`config.mk`:
```
export PLATFORM = sky130hd
export DESIGN_NAME = dbus_sram_slave
export DESIGN_NICKNAME = d
export VERILOG_FILES = /design/src/rtl/dbus_sram_slave.sv
export SDC_FILE = /design/constraint.sdc
export NUM_CORES = 1
export LEC_CHECK = 0
export ABC_AREA = 1
export BUFFER_PORTS_ARGS = -buffer_cell sky130_fd_sc_hd__buf_2
export CAP_MARGIN = 20
export CORE_AREA = 2 2 142 144
export DETAILED_ROUTE_END_ITERATION = 10
export DIE_AREA = 0 0 144 146
export PLACE_DENSITY = 0.54
export SETUP_SLACK_MARGIN = 0.4
export SLEW_MARGIN = 25
export SYNTH_ARGS = -nofsm -noshare
export SYNTH_HDL_FRONTEND = slang
export SYNTH_SLANG_ARGS = --single-unit
```
`constraint.sdc`:
```
create_clock -name clk -period 2.8 [get_ports clk]
set_clock_uncertainty 0.15 [all_clocks]
set_input_delay 0.14 -clock clk [delete_from_list [all_inputs] [get_ports clk]]
set_output_delay 0.14 -clock clk [all_outputs]
set_load 0.02 [all_outputs]
```
`src/rtl/dbus_sram_slave.sv`:
```
// Data-bus responder: turns memory-stage requests into synchronous SRAM accesses,
// stalls reads until the fixed-latency data returns, and right-aligns the result.

module dbus_rd_lane #(
  parameter int LANE = 0
) (
  input  logic [63:0] word,
  input  logic [2:0]  off,
  output logic [7:0]  lane_byte
);
  logic [3:0] idx;
  assign idx       = 4'(LANE) + {1'b0, off};
  // Lanes pulled past the top of the word are zero-filled.
  assign lane_byte = idx[3] ? 8'h00 : word[{idx[2:0], 3'b000} +: 8];
endmodule

module dbus_sram_slave #(
  parameter int ADDR_W   = 16,
  parameter int SRAM_LAT = 1
) (
  input  logic              clk,
  input  logic              resetn,
  input  logic              dbus_ena,
  input  logic [7:0]        dbus_wea,
  input  logic [3:0]        dbus_rlen,
  input  logic [63:0]       dbus_addr,
  input  logic [63:0]       dbus_wdata,
  output logic [63:0]       dbus_rdata,
  output logic              dbus_stall,
  output logic              dbus_fault,
  output logic              sram_en,
  output logic [7:0]        sram_we,
  output logic [ADDR_W-1:0] sram_addr,
  output logic [63:0]       sram_wdata,
  input  logic [63:0]       sram_rdata
);
  localparam int NUM_LANES = 8;

  typedef enum logic [1:0] {IDLE, WAIT, DONE} state_t;

  state_t      state, state_nxt;
  logic [2:0]  cnt, cnt_nxt;
  logic [2:0]  off_q, off_nxt;
  logic [63:0] rdata_q;
  logic        rd_ok, capture;
  logic [NUM_LANES-1:0][7:0] rd_shift;
  logic        unused_hi;

  assign sram_addr  = dbus_addr[ADDR_W+2:3];
  assign sram_wdata = dbus_wdata;
  assign dbus_rdata = rdata_q;
  assign unused_hi  = ^dbus_addr[63:ADDR_W+3];

  // A legal read is naturally aligned to its own length.
  always_comb begin
    rd_ok = 1'b0;
    case (dbus_rlen)
      4'd1:    rd_ok = 1'b1;
      4'd2:    rd_ok = ~dbus_addr[0];
      4'd4:    rd_ok = (dbus_addr[1:0] == 2'b00);
      4'd8:    rd_ok = (dbus_addr[2:0] == 3'b000);
      default: rd_ok = 1'b0;
    endcase
  end

  always_comb begin
    state_nxt  = state;
    cnt_nxt    = cnt;
    off_nxt    = off_q;
    sram_en    = 1'b0;
    sram_we    = 8'h00;
    dbus_stall = 1'b0;
    dbus_fault = 1'b0;
    capture    = 1'b0;
    case (state)
      IDLE: if (dbus_ena) begin
        if (dbus_wea != 8'h00) begin
          sram_en = 1'b1;
          sram_we = dbus_wea;
        end else if (rd_ok) begin
          sram_en    = 1'b1;
          dbus_stall = 1'b1;
          cnt_nxt    = 3'(SRAM_LAT - 1);
          off_nxt    = dbus_addr[2:0];
          state_nxt  = WAIT;
        end else begin
          dbus_fault = 1'b1;
        end
      end
      WAIT: begin
        dbus_stall = 1'b1;
        if (cnt == 3'd0) begin
          capture   = 1'b1;
          state_nxt = DONE;
        end else begin
          cnt_nxt = cnt - 3'd1;
        end
      end
      // The request still on the bus here is the one just served.
      DONE:    state_nxt = IDLE;
      default: state_nxt = IDLE;
    endcase
  end

  for (genvar g = 0; g < NUM_LANES; g++) begin : g_lane
    dbus_rd_lane #(.LANE(g)) u_lane (
      .word      (sram_rdata),
      .off       (off_q),
      .lane_byte (rd_shift[g])
    );
  end

  always_ff @(posedge clk or negedge resetn) begin
    if (!resetn) begin
      state   <= IDLE;
      cnt     <= 3'd0;
      off_q   <= 3'd0;
      rdata_q <= 64'h0;
    end else begin
      state <= state_nxt;
      cnt   <= cnt_nxt;
      off_q <= off_nxt;
      if (capture) rdata_q <= rd_shift;
    end
  end
endmodule

```
# --- Word-level counts from Yosys, hierarchy flattened ---
# Index checks and enable logic that the tools add are counted.
totals:
  regBits: 72
  inputBits: 207
  output_inout_bits: 155
  word_cells: 75
classes:
  addsub: 8
  eq_ne: 10
  n_shift: 8
  muxes: 34
  bitwise_logic: 2
  n_reduce_logical: 9
op_table:
  columns: ["op", "n"]
  rows:
  - ["64-bit by 7-bit indexed part select with 8-bit output", 8]
  - ["8-bit 2-to-1 mux", 10]
  - ["3-bit by 3-bit adder with 4-bit output, first input constant", 4]
  - ["1-bit 2-to-1 mux", 12]
  - ["3-bit 2-to-1 mux", 4]
  - ["2-bit inequality test, second input constant", 5]
  - ["2-bit by 3-bit adder with 4-bit output, first input constant", 2]
  - ["2-bit 2-to-1 mux", 4]
  - ["4-bit AND reduction", 2]
  - ["8-bit nonzero test", 1]
  - ["3-bit logical NOT", 2]
  - ["3-bit one-hot mux with 2 select lines", 1]
  - ["5-bit AND reduction", 1]
  - ["1-bit by 3-bit adder with 4-bit output, first input constant", 1]
  - ["4-bit by 1-bit equality test with 1-bit output, second input constant", 1]
  - ["4-bit by 2-bit equality test with 1-bit output, second input constant", 1]
  - ["4-bit by 3-bit equality test with 1-bit output, second input constant", 1]
  - ["4-bit equality test, second input constant", 1]
  - ["2-bit logical NOT", 2]
  - ["1-bit one-hot mux with 4 select lines", 1]
  - ["2-bit one-hot mux with 2 select lines", 1]
  - ["3-bit by 1-bit subtractor with 3-bit output, second input constant", 1]
  - ["2-bit by 1-bit equality test with 1-bit output, second input constant", 1]
  - ["1-bit NOT", 2]
  - ["other kinds (2)", 2]

# --- Depth between registers and ports, before layout ---
# Gate-level depths: netlist (run 1).
depth:
  ltp_word: 6
  depth_mapped: 11
  ltp_nobuf: 9

# --- Cells and area by module ---
# From an unflattened synthesis (run 1), not the netlist that was laid out.
unflattened:
  hier_cells: 2055
  area_unflattened_um2: 10597.7
modules_own_cells:
  columns: ["module", "n_inst", "cells_each", "area_each_um2", "seq_area_each_um2"]
  rows:
  - ["dbus_sram_slave", 1, 447, 3629.7, 1801.7]
  - ["dbus_rd_lane (g_lane[7].u_lane)", 1, 217, 960.9, 0.0]
  - ["dbus_rd_lane (g_lane[1].u_lane)", 1, 216, 949.7, 0.0]
  - ["dbus_rd_lane (g_lane[6].u_lane)", 1, 217, 934.6, 0.0]
  - ["dbus_rd_lane (g_lane[0].u_lane)", 1, 214, 933.4, 0.0]
  - ["dbus_rd_lane (g_lane[3].u_lane)", 1, 217, 929.6, 0.0]
  - ["dbus_rd_lane (g_lane[2].u_lane)", 1, 216, 920.9, 0.0]
  - ["dbus_rd_lane (g_lane[5].u_lane)", 1, 216, 918.4, 0.0]
  - ["dbus_rd_lane (g_lane[4].u_lane)", 1, 95, 420.4, 0.0]

# --- Least setup slack after synthesis (run 1) ---
# OpenSTA, ideal clock, no wires.
synth_timing:
  kind: "reg2reg"
  start: "register off_q[1]"
  end: "register rdata_q[17] (netlist: dbus_rdata[17])"
  setup_ns: 0.118
  arrival_time_ns: 1.955
  t_required_ns: 2.532
  slack_ns: 0.578
  path_stages_with_launch: 10
  path_buffers: 3
  synth_period_minus_slack_ns: 2.222
  cell_sequence: "dfrtp_1 -> inv_1 -> clkbuf_1 -> ha_1 -> clkbuf_1 -> inv_1 -> clkbuf_1 -> nand2_1 -> nand3_1 -> nand2_1"
synth_between:
  elab_chain_cells: 3
synth_lines:
  columns: ["element", "line_no", "source"]
  rows:
  - ["from (decl)", "43", "logic [2:0] off_q, off_nxt;"]
  - ["from (signal assigned)", "122", "off_q <= off_nxt;"]
  - ["2-bit by 3-bit adder with 4-bit output (*)", "12", "assign idx = 4'(LANE) + {1'b0, off};"]
  - ["64-bit by 7-bit indexed part select with 8-bit output", "14", "assign lane_byte = idx[3] ? 8'h00 : word[{idx[2:0], 3'b000} +: 8];"]
  - ["8-bit 2-to-1 mux (*)", "14", null]
  - ["to (signal assigned)", "123", "if (capture) rdata_q <= rd_shift;"]
  - ["to (decl)", "44", "logic [63:0] rdata_q;"]
# Mark *: on every way between the ends. The rest lies on a longest branch, timed or not.
# A chain may end at the register's enable or synchronous reset.

# --- Final worst setup path (run 1) ---
layout_timing:
  start: "register off_q[0]"
  end: "register rdata_q[51] (netlist: dbus_rdata[51])"
layout_between:
  elab_chain_cells: 3
layout_lines:
  columns: ["element", "line_no"]
  rows:
  - ["3-bit by 3-bit adder with 4-bit output (*)", "12"]
  - ["64-bit by 7-bit indexed part select with 8-bit output", "14"]
  - ["8-bit 2-to-1 mux (*)", "14"]
# Marks and branches as above.

==> results of run 1 <==
## cell families after synthesis
family	after synthesis	synth area share, %
AOI/OAI and AO/OA	133	12.7
xor gates and xnor gates	3	0.740
adders and majority gates	8	1.79
buffers and inverters	177	17.7
DFF	72	32.3
and+or+nand+nor	488	34.9
## per-layer routing
metal / track usage (%) / share of wire [%] / wire length [µm]
met3: 5.10 / 7.6 / 1420
met1: 22.4 / 43 / 8120
met4: 6.23 / 2.0 / 371
met2: 29.0 / 47 / 8770
met5: 0 / 0.064 / 12
## placed cells by master, fill, tap and decap left out, types with 6 or more instances in the layout
cell type	instances
ha_1	8
clkbuf_16	9
dfrtp_1	71
a21oi_1	7
nor2_1	29
inv_1	55
a22o_1	6
nand3_1	63
buf_4	12
nand2_1	383
buf_2	156
o21ai_0	114
## worst max-delay path, cell delays in order (launching register included)
cell     delay [ps]
dfrtp_2         420
inv_1            80
buf_4           440
o21ai_0         250
o21ai_0         480
nand2_1         110
nand3_1         110
nand2_1          60
## cell usage after synthesis, drive strengths merged
library cell    n
a211oi          1
a21oi          10
a22o            6
and2            5
buf            92
clkbuf         28
dfrtp          72
ha              8
inv            57
nand2         384
nand3          63
nand4           4
nor2           30
nor3            1
o211ai          2
o21ai         114
or2             1
xnor2           2
xor2            1
## layout make-up
type,instances,area [µm²]
fill,2146,12900
multi-input combinational,632,2800
sequential,72,1800
clock inverter,7,96.3
inverter,57,214
timing repair buffer,175,971
antenna,2,5.00
tap,265,332
clock buffer,9,225
## metrics by stage
stage          power [µW]  util (%)  cell area [µm²]
6_report             2830      33.3             6440
5_1_grt              2970      33.3             6440
4_1_cts              2870      33.2             6410
3_5_place_dp         1590      31.3             6050
3_3_place_gp         1590      31.3             6050
2_1_floorplan        1540         -             5580
## sequential cells by signal, indices dropped and copies added (netlist names)
name        cells
dbus_rdata     64
cnt             3
state           2
off_q           3
## path summary, 6_finish.rpt
check | to | cells past startpoint
worst max register to register | dbus_rdata[51]$_DFFE_PN0P_ | 7
worst min register to register | dbus_rdata[12]$_DFFE_PN0P_ | 2
worst min-delay path | dbus_rdata[3]$_DFFE_PN0P_ | 5
min in group asynchronous | dbus_rdata[41]$_DFFE_PN0P_ | 2
max in group asynchronous | dbus_rdata[60]$_DFFE_PN0P_ | 3
worst max-delay path | dbus_rdata[51]$_DFFE_PN0P_ | 7
## power by group
part	switching, µW	leakage, µW	internal [µW]
combinational	303	0.00244	159
clock	475	0.000148	779
sequential	26.2	0.000856	1090
## what timing repair did
action / 4_1_cts / 5_1_grt
hold buffers: 4 / 0
endpoints found under the setup margin: 0 / 1
resized for setup: 0 / 0
buffers inserted: 0 / 3
hold endpoints to repair: 36 / 0
==> results.tsv, run 1 <==
metric	value	unit
status	completed	
Hold WS	75.0	ps
Seq/Total Area, Yosys	32.3	%
pin count of the biggest net entering global routing	77	
Mean Syn Cell Area	6.34	µm²
CTS Buffer Depth	2	
Die Y	146	µm
Final Non-Filler Cells	1219	
Port Buf Inserts	156	
Area growth syn-to-layout	15.3	%
GR Overflow Total	0	
Setup WS post-layout	572	ps
post-synth top area share	32.3	%
yosys warns	0	
boundary pin count	362	
CP required	2890	ps
Slew headroom	44.4	%
Power Dens Cells	439	nW/µm²
Final nets	1162	
largest cells by area after synthesis	dfrtp_1, nand2_1, buf_4, o21ai_0, nand3_1	
Root Driver	clkbuf_16	
RSZ-0062 raised after global routing	no	
final WL	18.7	mm
fraction of layout cells with a size suffix above 1	20.8	%
CP endpoint kind	flop	
TritonCTS Buffers	9	
hpwl dp	14.5	mm
mapped cell area	5580	µm²
worst path arrival time	2310	ps
WS Path Type	reg2reg	
Mapped Cells	881	
gr usage total	17.8	%
Max-Cap Viols	0	
vias	5581	
Worst Hold Class	in2reg	
Initial DRC Count	423	
synthesized net count	1096	
worst slack at placement	566	ps
unique cell type count in the Yosys netlist	28	
worst reg-to-reg setup slack	570	ps
Skew-Pair Late Insertion Delay	350	ps
Worst setup SP type	flop	
DRT antenna net count	0	
fin crit period	2230	ps
Leak Pwr	0.00345	µW
fin crit share	79.6	%
Seq cells post-synth	72	
Final GP Congestion	0.829	
setup violators final	0	
# DRC	0	
Initial Util	28.9	%
Max Fanout on Critical Path	58	
Core ar.	19300	µm²
VDD IR-drop max	0.000219	V
Slew @ Worst Pin	834	ps
Vias per Instance	4.58	
hold_sp	sram_rdata[3]	
Hold Violations, Final	0	
Crit. Startpoint	off_q[0]$_DFFE_PN0P_	
Avg WL per Cell	15.3	µm
pins over their slew limit	0	
Detailed Routing Iterations Pass 1	4	
global-route wire length before repair	28.4	mm
FF-to-FF Start	off_q[0]$_DFFE_PN0P_	
CTS tree	done	
Sum Neg Setup Slack	0	ps
area leader, netlist	dfrtp_1	
antenna violations before repair	3	
H-tree levels	3	
Sink Count	72	
maximum operating frequency	449	MHz
Die X	144	µm
row count	51	
placed insts	1194	
number of global-route vias before repair	5039	
Worst-path clk slew	60	ps
die area	21000	µm²
Note: power is estimated with default switching activity, not from simulation.
==> inputs of run 2 (changes only) <==
==> constraint.sdc (replaced) <==
create_clock -name clk -period 2.1 [get_ports clk]
set_clock_uncertainty 0.15 [all_clocks]
set_input_delay 0.105 -clock clk [delete_from_list [all_inputs] [get_ports clk]]
set_output_delay 0.105 -clock clk [all_outputs]
set_load 0.02 [all_outputs]
==> run 2 against run 1 <==
- non-clock buffer count grew 59
- clock power is 15% higher
- worst hold slack got worse by 37 ps
- die area is the same
- critical path depth grew 2
- global-route usage rose by 0.96 points
- setup slack got worse by 270 ps
- critical endpoint is now dbus_rdata[19]$_DFFE_PN0P_
- combinational power grew 65%
- clock-buffer cell count increased by 4
- sequential cell count did not move
- wire length up 8.5%
- via count rose by 7.6%
==> results.tsv, run 2 (same netlist as run 1, synthesis figures left out) <==
metric	value	unit	change
Vias per Instance	4.71		was 4.58
Area growth syn-to-layout	43.4	%	was 15.3%
slowest cell on the critical path	dfrtp_2		was o21ai_0
Cell Chain, Critical Path	inv_4 > buf_12 > buf_12 > o21ai_1 > o21ai_0 > buf_4 > nand2_1 > nand3_1 > nand2_1		was inv_1 > buf_4 > o21ai_0 > o21ai_0 > nand2_1 > nand3_1 > nand2_1
worst path bufs/invs	4		was 2
CP required	2240	ps	was 2890 ps
Critical R2R Capture	dbus_rdata[19]$_DFFE_PN0P_		was dbus_rdata[51]$_DFFE_PN0P_
RSZ-0062 raised after global routing	yes		was no
CP endpoint	dbus_rdata[19]$_DFFE_PN0P_		was dbus_rdata[51]$_DFFE_PN0P_
Slew @ Worst Pin	429	ps	was 834 ps
Avg WL per Cell	15.9	µm	was 15.3 µm
Die Y	146	µm	unchanged
Initial Util	28.9	%	unchanged
Final Non-Filler Cells	1276		was 1,219
Max Fanout on Critical Path	7		was 58
antenna diode count	0		was 2
Final GP Congestion	0.843		was 0.829
WS Path Type	reg2reg		unchanged
number of fill cells in the layout	1992		was 2,146
worst slack at placement	93.6	ps	was 566 ps
vias	6006		was 5,581
CTS tree	done		unchanged
GR Overflow Total	0		unchanged
Die X	144	µm	unchanged
number of global-route vias before repair	5697		was 5,039
FF-to-FF path depth	9		was 7
maximum operating frequency	558	MHz	was 449 MHz
Setup WS post-layout	307	ps	was 572 ps
Core ar.	19300	µm²	unchanged
fin crit share	85.4	%	was 79.6%
Worst-path clk slew	60	ps	about the same
TritonCTS Buffers	9		unchanged
Sum Neg Setup Slack	0	ps	unchanged
Leak Pwr	0.00397	µW	was 0.00345 µW
# DRC	0		unchanged
number of flip-flops in the largest register	64		unchanged
P_sw	1090	µW	was 804 µW
commonest non-fill, non-tap cells in the layout	nand2_1, buf_2, dfrtp_1		was nand2_1, buf_2, o21ai_0
CP endpoint kind	flop		unchanged
Int Pwr	2590	µW	was 2030 µW
Final nets	1222		was 1,162
Root Driver	clkbuf_16		unchanged
Detailed Routing Iterations Pass 1	5		was 4
Sink Count	72		unchanged
FF-to-FF Start	off_q[0]$_DFFE_PN0P_		unchanged
fin crit period	1790	ps	was 2230 ps
most common cell after layout, fill and taps aside	nand2_1		unchanged
Hold Violations, Final	0		unchanged
Worst path max stage delay	420	ps	was 480 ps
Worst Hold Class	in2reg		unchanged
fraction of layout cells with a size suffix above 1	39.3	%	was 20.8%
worst path arrival time	1930	ps	was 2310 ps
WP depth	9		was 7
Reg power frac	40.3	%	was 39.4%
placed insts	1207		was 1,194
hold_sp	dbus_wea[3]		was sram_rdata[3]
Initial DRC Count	409		was 423
die area	21000	µm²	unchanged
Max-Cap Viols	0		unchanged
Slew headroom	71.4	%	was 44.4%
worst reg-to-reg setup slack	310	ps	was 570 ps
final WL	20.3	mm	was 18.7 mm
Skew-Pair Late Insertion Delay	350	ps	about the same
setup violators final	0		unchanged
Worst setup SP type	flop		unchanged
CP top delay family	buffers and inverters		was compound AO/OA/AOI/OAI gates
gr usage total	18.8	%	was 17.8%
Hold WS	37.5	ps	was 75.0 ps
status	completed		unchanged
pin count of the biggest net entering global routing	73		was 77
H-tree levels	3		unchanged
Port Buf Inserts	156		unchanged
sw frac	29.6	%	was 28.4%
overall power	3680	µW	was 2830 µW
Crit. Startpoint	off_q[0]$_DFFE_PN0P_		unchanged
row count	51		unchanged
area occupied by multi-input gates	3540	µm²	was 2800 µm²
pins over their slew limit	0		unchanged
Gate power share	20.6	%	was 16.3%
Clk pwr share	39.1	%	was 44.3%
CTS Buffer Depth	2		unchanged
FF+latch area	1810	µm²	was 1800 µm²
VDD IR-drop max	0.000286	V	was 0.000219 V
Power Dens Cells	460	nW/µm²	was 439 nW/µm²
global-route wire length before repair	30.1	mm	was 28.4 mm
hpwl dp	14.4	mm	was 14.5 mm
boundary pin count	362		unchanged
antenna violations before repair	0		was 3
DRT antenna net count	0		unchanged
==> run 2: worst reg2reg max path, cell delays in order, from the launching register on <==
cell and delay [ps]:
dfrtp_2 420, inv_4 70, buf_12 130, buf_12 130, o21ai_1 320, o21ai_0 140, buf_4 160, nand2_1 50
nand3_1 80, nand2_1 70
==> run 2: worst min-delay path by stage <==
stage / cells after the start / endpoint / slack [ps]
after detailed placement: 2 / dbus_rdata[27]$_DFFE_PN0P_ / 20
final: 6 / cnt[2]$_DFFE_PN0P_ / 40
after global routing: 0 / sram_addr[4] / 60
after floorplan: 0 / cnt[0]$_DFFE_PN0P_ / -340
after CTS: 6 / cnt[2]$_DFFE_PN0P_ / 40
after global placement: 2 / dbus_rdata[27]$_DFFE_PN0P_ / 20
==> run 2: metrics by stage <==
stage / util [%] / instance area [µm²]
finish: 41.4 / 8010
global route: 41.4 / 8010
CTS: 38.7 / 7480
detailed placement: 32.3 / 6240
global placement: 32.3 / 6240
floorplan: - / 5780
==> run 2: per-layer routing <==
layer	GRT usage (%)	up-vias	routed length, µm
li1	-	2969	-
met1	23.0	2769	8560
met2	30.8	225	9530
met4	7.65	0	741
met5	0	-	0
met3	5.43	43	1460
==> run 2: repair_timing <==
action / in CTS / in global routing
pin swaps: 29 / 50
hold buffers: 4 / 0
endpoints found under the setup margin: 71 / 65
setup buffers: 27 / 14
gates resized for setup: 175 / 101
endpoints found under the hold margin: 75 / 0
cloned: 6 / 3
==> run 2: final cells by class <==
| cell class | instances | share of cell area [%] |
|---|---|---|
| Timing Repair Buffer | 234 | 22.3 |
| Inverter | 57 | 3.19 |
| Sequential cell | 72 | 22.5 |
| Multi-Input combinational cell | 632 | 44.2 |
| Timing Repair inverter | 1 | 0.141 |
| Clock buffer | 13 | 3.25 |
| Tap cell | 265 | 4.14 |
| Clock inverter | 2 | 0.188 |
==> run 2: power by group through the flow <==
stage / sequential, µW / clock [µW] / combinational [µW]
after CTS: 1490 / 1480 / 711
after global routing: 1490 / 1530 / 827
after detailed placement: 1510 / 0 / 643
after floorplan: 1590 / 0 / 481
final: 1480 / 1440 / 760
after global placement: 1510 / 0 / 640
